[config.mk]
export PLATFORM = sky130hd
export DESIGN_NAME = logicnet_input_quantizer
export DESIGN_NICKNAME = d
export VERILOG_FILES = /design/src/rtl/logicnet_input_quantizer.sv
export SDC_FILE = /design/constraint.sdc
export NUM_CORES = 1
export LEC_CHECK = 0
export ABC_AREA = 1
export BUFFER_PORTS_ARGS = -buffer_cell sky130_fd_sc_hd__buf_2
export CAP_MARGIN = 20
export CORE_UTILIZATION = 30
export DETAILED_ROUTE_END_ITERATION = 7
export PLACE_DENSITY_LB_ADDON = 0.12
export SYNTH_ARGS = -nofsm -noshare
export SYNTH_HDL_FRONTEND = slang
export SYNTH_SLANG_ARGS = --single-unit
[constraint.sdc]
create_clock -name clk -period 4.9 [get_ports clk]
set_clock_uncertainty 0.15 [all_clocks]
set_input_delay 0.98 -clock clk [delete_from_list [all_inputs] [get_ports clk]]
set_output_delay 0.98 -clock clk [all_outputs]
set_load 0.01 [all_outputs]
[src/rtl/logicnet_input_quantizer.sv]
// LogicNet input quantizer: encodes a frame of signed raw samples into packed
// IN_BITS-wide threshold codes for the first LUT layer.
// Optional build macro LOGICNET_QUANT_STATS_EN adds frame_cnt / err_cnt outputs.
module logicnet_input_quantizer #(
  parameter int unsigned NUM_FEATURES = 8,
  parameter int unsigned FEAT_W       = 16,
  parameter int unsigned IN_BITS      = 2,
  parameter int unsigned ADDR_W       = 5
) (
  input  logic                            clk,
  input  logic                            rst,
  input  logic                            s_valid,
  output logic                            s_ready,
  input  logic [FEAT_W-1:0]               s_data,
  input  logic                            s_last,
  output logic                            m_valid,
  input  logic                            m_ready,
  output logic [NUM_FEATURES*IN_BITS-1:0] m_data,
  input  logic                            cfg_we,
  input  logic [ADDR_W-1:0]               cfg_addr,
  input  logic [FEAT_W-1:0]               cfg_data,
  output logic                            frame_err,
`ifdef LOGICNET_QUANT_STATS_EN
  output logic                            cfg_err,
  output logic [15:0]                     frame_cnt,
  output logic [7:0]                      err_cnt
`else
  output logic                            cfg_err
`endif
);

  localparam int unsigned NT      = (2 ** IN_BITS) - 1;
  localparam int unsigned NUM_THR = NUM_FEATURES * NT;
  localparam int unsigned IDX_W   = (NUM_FEATURES > 1) ? $clog2(NUM_FEATURES) : 1;
  localparam int unsigned OUT_W   = NUM_FEATURES * IN_BITS;
  localparam logic [IDX_W-1:0] LAST_IDX = IDX_W'(NUM_FEATURES - 1);

  typedef enum logic [0:0] {StCollect, StHold} state_e;

  state_e                   state_q, state_d;
  logic [IDX_W-1:0]         idx_q, idx_d;
  logic [OUT_W-1:0]         asm_q, asm_d;
  logic [OUT_W-1:0]         mdata_q, mdata_d;
  logic                     frame_err_q, frame_err_d;
  logic                     cfg_err_q, cfg_err_d;
  logic signed [FEAT_W-1:0] thr_q [NUM_FEATURES][NT];

  logic [IN_BITS-1:0]       code;
  logic                     beat;
  logic                     last_idx;
  logic                     cfg_ok;

  assign s_ready   = (state_q == StCollect);
  assign m_valid   = (state_q == StHold);
  assign m_data    = mdata_q;
  assign frame_err = frame_err_q;
  assign cfg_err   = cfg_err_q;

  assign beat     = s_valid && s_ready;
  assign last_idx = (idx_q == LAST_IDX);
  // Thresholds may only change between frames so a frame never mixes two tables.
  assign cfg_ok   = cfg_we && (state_q == StCollect) && (idx_q == '0) &&
                    (32'(cfg_addr) < NUM_THR);

  // Code = number of thresholds of the current feature the sample meets or exceeds.
  always_comb begin
    code = '0;
    for (int k = 0; k < int'(NT); k++) begin
      if ($signed(s_data) >= thr_q[idx_q][k]) begin
        code = code + IN_BITS'(1);
      end
    end
  end

  // Frame assembly, framing checks and output handshake.
  always_comb begin
    state_d     = state_q;
    idx_d       = idx_q;
    asm_d       = asm_q;
    mdata_d     = mdata_q;
    frame_err_d = 1'b0;
    cfg_err_d   = 1'b0;
    case (state_q)
      StCollect: begin
        if (beat) begin
          if (last_idx && s_last) begin
            mdata_d = asm_q;
            mdata_d[idx_q*IN_BITS +: IN_BITS] = code;
            state_d = StHold;
            idx_d   = '0;
          end else if (last_idx || s_last) begin
            // Frame length disagrees with s_last: drop it and resync at feature 0.
            frame_err_d = 1'b1;
            idx_d       = '0;
          end else begin
            asm_d[idx_q*IN_BITS +: IN_BITS] = code;
            idx_d = idx_q + IDX_W'(1);
          end
        end
      end
      StHold: begin
        if (m_ready) begin
          state_d = StCollect;
        end
      end
      default: state_d = StCollect;
    endcase
    if (cfg_we && !cfg_ok) begin
      cfg_err_d = 1'b1;
    end
  end

  // Control and datapath registers.
  always_ff @(posedge clk) begin
    if (rst) begin
      state_q     <= StCollect;
      idx_q       <= '0;
      asm_q       <= '0;
      mdata_q     <= '0;
      frame_err_q <= 1'b0;
      cfg_err_q   <= 1'b0;
    end else begin
      state_q     <= state_d;
      idx_q       <= idx_d;
      asm_q       <= asm_d;
      mdata_q     <= mdata_d;
      frame_err_q <= frame_err_d;
      cfg_err_q   <= cfg_err_d;
    end
  end

  // Threshold table; a write lands at the edge, so a same-cycle sample sees the old value.
  always_ff @(posedge clk) begin
    if (rst) begin
      for (int f = 0; f < int'(NUM_FEATURES); f++) begin
        for (int k = 0; k < int'(NT); k++) begin
          thr_q[f][k] <= '0;
        end
      end
    end else if (cfg_ok) begin
      for (int f = 0; f < int'(NUM_FEATURES); f++) begin
        for (int k = 0; k < int'(NT); k++) begin
          if (32'(cfg_addr) == (32'(f) * NT + 32'(k))) begin
            thr_q[f][k] <= cfg_data;
          end
        end
      end
    end
  end

`ifdef LOGICNET_QUANT_STATS_EN
  logic [15:0] frame_cnt_q;
  logic [7:0]  err_cnt_q;

  assign frame_cnt = frame_cnt_q;
  assign err_cnt   = err_cnt_q;

  // Delivered-frame counter wraps; error counter sticks at its maximum.
  always_ff @(posedge clk) begin
    if (rst) begin
      frame_cnt_q <= '0;
      err_cnt_q   <= '0;
    end else begin
      if (m_valid && m_ready) begin
        frame_cnt_q <= frame_cnt_q + 16'd1;
      end
      if (frame_err_q && (err_cnt_q != 8'hFF)) begin
        err_cnt_q <= err_cnt_q + 8'd1;
      end
    end
  end
`endif

endmodule

=== Word-level counts from Yosys, hierarchy flattened ===
Memory sizes are Yosys's and may differ from the RTL's. A register that Yosys moved wholly into a read port is not among the register bits.
Cells that the tools add are included.
W data, S select, Z words.

* Add/sub/neg operators: 4
* Multiply operators: 0
* Div/mod/pow operators: 0
* $lt $le $gt $ge: 4
* Equality and inequality tests: 24
* Shifts and indexed selects: 2
* Multiplexer cells: 136
* Bitwise gates (word level): 28
* Reductions and logical operators: 14

{| class="wikitable"
|+ Operators with widths
! cell !! number
|-
| $mux W16 || 24
|-
| $mux W1 || 104
|-
| $ge A16 B16 Y1 || 3
|-
| $eq A5 B4 Y1 const B || 8
|-
| $eq A5 B5 Y1 const B || 8
|-
| $neg A4 Y34 || 1
|-
| $shift A2 B34 Y16 const A || 1
|-
| $shiftx A2 B34 Y16 || 1
|-
| $or A1 B1 Y1 || 24
|-
| $eq A5 B3 Y1 const B || 4
|-
| $bwmux W16 || 1
|-
| $mux W3 || 4
|-
| $eq A5 B2 Y1 const B || 2
|-
| $logic_and A1 B1 Y1 || 6
|-
| $eq A5 B1 Y1 const B || 1
|-
| $logic_not A5 Y1 || 1
|-
| $lt A5 B5 Y1 const B || 1
|-
| $mux W2 || 2
|-
| $not A1 Y1 || 4
|-
| $reduce_and A4 Y1 || 1
|-
| $reduce_or A4 Y1 || 1
|-
| $add A3 B1 Y3 const B || 1
|-
| $eq A3 B3 Y1 const B || 1
|-
| $logic_not A3 Y1 || 1
|-
| other kinds (7) || 7
|}

* Register bits after elaboration: 38
* Latch bits: 0
* Bits in writable memories: 384
* Memory bits (read-only): 0
* Input bits: 43
* Output and inout port bits: 20
* Word-level logic and storage cells: 219
* Memories: 1

{| class="wikitable"
|+ Memory list
! memory !! words !! bits a word !! rd ports !! clocked after Yosys merged registers in !! write ports !! line !! text
|-
| thr_q || 8 || 48 || 1 || 1 || 8 || 46 || <nowiki>logic signed [FEAT_W-1:0] thr_q [NUM_FEATURES][NT];</nowiki>
|}

=== Depth between registers and ports, before layout ===
* Depth after elaboration: 8
* Depth in mapped cells: 27
* Mapped depth without buffers: 24

=== Worst setup path before layout ===
OpenSTA, ideal clock, no wires.

* Path type: reg2reg
* From: register (tool-made name)
* To: register asm_q[12]
* Library setup time: 109 ps
* Arrival: 3,429 ps
* Required time: 4,641 ps
* Setup slack: 1,212 ps
* Cell stages (with the launch flop): 23
* Buffers on the path: 3
* Period minus slack after synthesis: 3,688 ps
* Cell sequence: dfxtp_1 -> clkbuf_1 -> clkbuf_1 -> clkbuf_1 -> nor2_1 -> o221ai_1 -> o21ai_0 -> ha_1 -> a21oi_1 -> o21a_1 -> o21ai_0 -> nor3_1 -> nand2_1 -> xor2_1 -> a31oi_1 -> inv_1 -> ha_1 -> nand4_1 -> nand2_1 -> nand4_1 -> nand3_1 -> nand2_1 -> inv_1

{| class="wikitable"
|+ RTL lines
! item !! line !! text
|-
| end signal: assignment || 125 || <nowiki>asm_q <= asm_d;</nowiki>
|-
| end: declaration || 42 || <nowiki>logic [OUT_W-1:0] asm_q, asm_d;</nowiki>
|}

==> flow_metrics.py <==
metrics = {
    "yosys": {
        "synth-seq-cells": 425,
        "synth-main-ff-cell": "edfxtp_1",
        "syn_area_sq_mm": 0.0191,
        "yosysTopAreaCell": "edfxtp_1",
        "synthCells": 1837,
        "syn_avg_cell_area_sq_um": 10.4,
        "async_reset_ff_share_pct": 0,
        "synth_top_cell_area_share_pct": 60.5,
        "synthDistinctLibCells": 31,
        "synth_edf_count": 384,
        "synth_area_leaders": "edfxtp_1 (61%), nor2_1 (10%), o21ai_0 (6.5%)",
        "synth_warnings": 0,
        "yosysSeqAreaShare_pct": 64.8,
        "syn_nets": 1934,
    },
    "placed_design": {
        "hpwl_mm": 38.7,
        "dp_cells": 2687,
        "routabilityCongestion": 0.873,
        "port_buffers": 62,
    },
    "worst_setup_path": {
        "rr_worst_depth": 23,
        "worstSetupPathType": "flip-flop to flip-flop",
        "arrival_ps": 4920,
        "reg2reg_slack_ps": 370,
        "critPathCaptureType": "flip-flop",
        "crit_fanout": 50,
        "startpoint_type": "flip-flop",
        "r2r-end": "asm_q[6]",
        "crit_required_ps": 5290,
    },
    "sta": {
        "slew_headroom_pct": 25.7,
        "setup_viol_count_final": 0,
        "fin_crit_ps": 4530,
        "tightest_slew_ps": 1110,
        "hold_viol": 0,
        "hold_ws_ps": 380,
        "timing.fmax_ghz": 0.221,
        "drv_slew": 0,
        "fin_crit_sh_pct": 92.5,
    },
    "clock_network": {
        "postCtsHoldBufs": 0,
        "cts.clk_slew.worst_paths_ps": 60,
        "clock-sinks": 425,
        "numCtsBuffers": 50,
        "clock_tree.root_cell": "clkbuf_16",
        "cts_tree": "built",
        "clk_path_buf_depth": 3,
        "insertion_delay_ps": 600,
        "cts_max_level": 2,
    },
    "route": {
        "first_iter_violations": 1050,
        "viasPerCell": 4.96,
        "drt_pass1_iterations": 5,
        "wl_per_cell_um": 22.1,
        "vias": 13792,
        "ant_nets": 0,
        "drt-total-wl_mm": 61.3,
        "drc": 0,
    },
    "cells_and_area": {
        "fin_nets": 1990,
        "antennaDiodeCount": 0,
        "areaGrowthSynthToFinish_pct": 15.9,
        "instances_no_fill": 2779,
        "drive_above_1_share_pct": 10.5,
    },
    "floorplan": {
        "fp.dieH_um": 254,
        "core-area_sq_mm": 0.0630,
        "num_rows": 92,
        "initial_core_util_pct": 30.3,
        "dieWidth_um": 254,
        "die_area_sq_mm": 0.0645,
        "ios": 63,
    },
    "min_path": {
        "min_path_cells": 2,
        "holdCritStartpoint": "idx_q[2]",
        "hp-class": "flip-flop to flip-flop",
    },
    "global_routing": {
        "antenna_found_initial": 1,
        "overflow": 0,
        "grt_pass1_vias": 13363,
        "grt_use_total_pct": 19.1,
        "grt_max_degree": 65,
        "grt_pass1_wl_mm": 89.6,
    },
    "power": {
        "vdd_drop_max_uv": 225,
        "total_power_mw": 8.49,
        "p_per_area_mw_per_mm2": 384,
        "p_leak_nw": 8.60,
    },
    "job": {
        "maxCapViolations": 0,
    },
    "run_status": {
        "status": "finished, final reports clean",
    },
}
-- stage by stage --
step | setup WS (ps) | area [sq um] | utilization, % | TNS (ps)
final | 367 | 22100 | 35.1 | 0
after global routing | -9.56 | 22100 | 35.1 | -31.9
after CTS | 201 | 22100 | 35.1 | 0
after detailed placement | 232 | 20600 | 32.7 | 0
after global placement | 229 | 20600 | 32.7 | 0
after floorplan | 1210 | 19100 | - | 0
-- cells in the final DEF, fill, tap and decap left out, types with 38 or more instances in the layout --
cell       instances
clkbuf_16         52
inv_1            111
nand2_1          144
buf_2             62
edfxtp_1         384
o21ai_0          247
dfxtp_1           38
o221ai_1          45
nor2_1           511
buf_4             48
ha_1              54
o22ai_1           48
nand3_1           58
-- kinds of logic (layout without fill, tap and decap cells) --
logic type	after synthesis	in the layout	synth area share, %
XOR/XNOR	1	1	0.0460
flip-flops	425	425	64.8
buffers and inverters	234	330	4.70
adder cells (fa/ha/maj)	54	54	3.55
AND/OR/NAND/NOR	754	754	15.9
AO/OA/AOI/OAI	369	369	11.0
-- worst max-delay path by stage --
stage / start / end / slack [ps] / depth (start not counted)
after global routing: flip-flop / asm_q[2] / -10 / 24
after CTS: flip-flop / m_data[14] / 200 / 23
after global placement: flip-flop / m_data[10] / 230 / 23
after floorplan: flip-flop / asm_q[12] / 1210 / 22
final: flip-flop / asm_q[6] / 370 / 23
after detailed placement: flip-flop / m_data[14] / 230 / 23
-- flip-flops by register name, summed over array words and instances, names as in the netlist, named ones only --
signal	cells
idx_q	3
thr_q	384
m_data	16
frame_err	1
m_valid	1
cfg_err	1
asm_q	16
-- metal layers --
layer  GRT usage [%]  share of wire, %  vias up
li1                -                 -     6544
met1            25.4                45     6818
met2            31.7                48      339
met3            3.12               4.5       89
met4            5.82               2.7        2
met5               0             0.023        -
-- Yosys cell counts, types with 2 or more instances --
| cell | n |
|---|---|
| nand2_1 | 146 |
| buf_2 | 4 |
| buf_1 | 4 |
| dfxtp_1 | 41 |
| nand4_1 | 23 |
| clkbuf_1 | 107 |
| ha_1 | 54 |
| a21oi_1 | 20 |
| inv_2 | 3 |
| edfxtp_1 | 384 |
| nor2_1 | 512 |
| o21ai_0 | 248 |
| nand3_2 | 2 |
| o221ai_1 | 45 |
| nor3_1 | 8 |
| nand3_1 | 58 |
| a31oi_1 | 5 |
| o22ai_1 | 48 |
| inv_1 | 113 |
-- report_power, final --
group	leakage [nW]	switching, mW	internal, mW
sequential	4.28	0.0504	4.11
clock	0.739	1.51	2.00
combinational	3.58	0.592	0.221
total	8.60	2.15	6.34
-- final cells by class --
type	instances	area (sq um)
clock buffers	67	1370
repair buffers	121	891
fillers	6355	40900
well taps	846	1060
clock inverters	25	151
flip-flops and latches	425	12400
inverters	117	444
multi-input cells	1178	5810
-- critical path, stage by stage (launching register included) --
cell      delay, ps
dfxtp_4         440
inv_6           380
buf_4           250
o21ai_0          80
o221ai_1        320
o21ai_0         170
ha_1            320
nand2_1         130
inv_1            50
nand3_1          80
a31oi_1          60
nor3_1          350
o21ai_0         200
nor3_1          160
a21oi_1          60
nor2_1          130
inv_1            60
ha_1            290
nand4_1         110
nand2_2         250
nand4_1         160
nand3_1         110
nand2_1          70
inv_1            50
-- what timing repair did --
item	4_1_cts	5_1_grt
endpoints found under the setup margin	0	25
setup buffers	0	0
resized for setup	0	2
(Power assumes the default switching activity.)
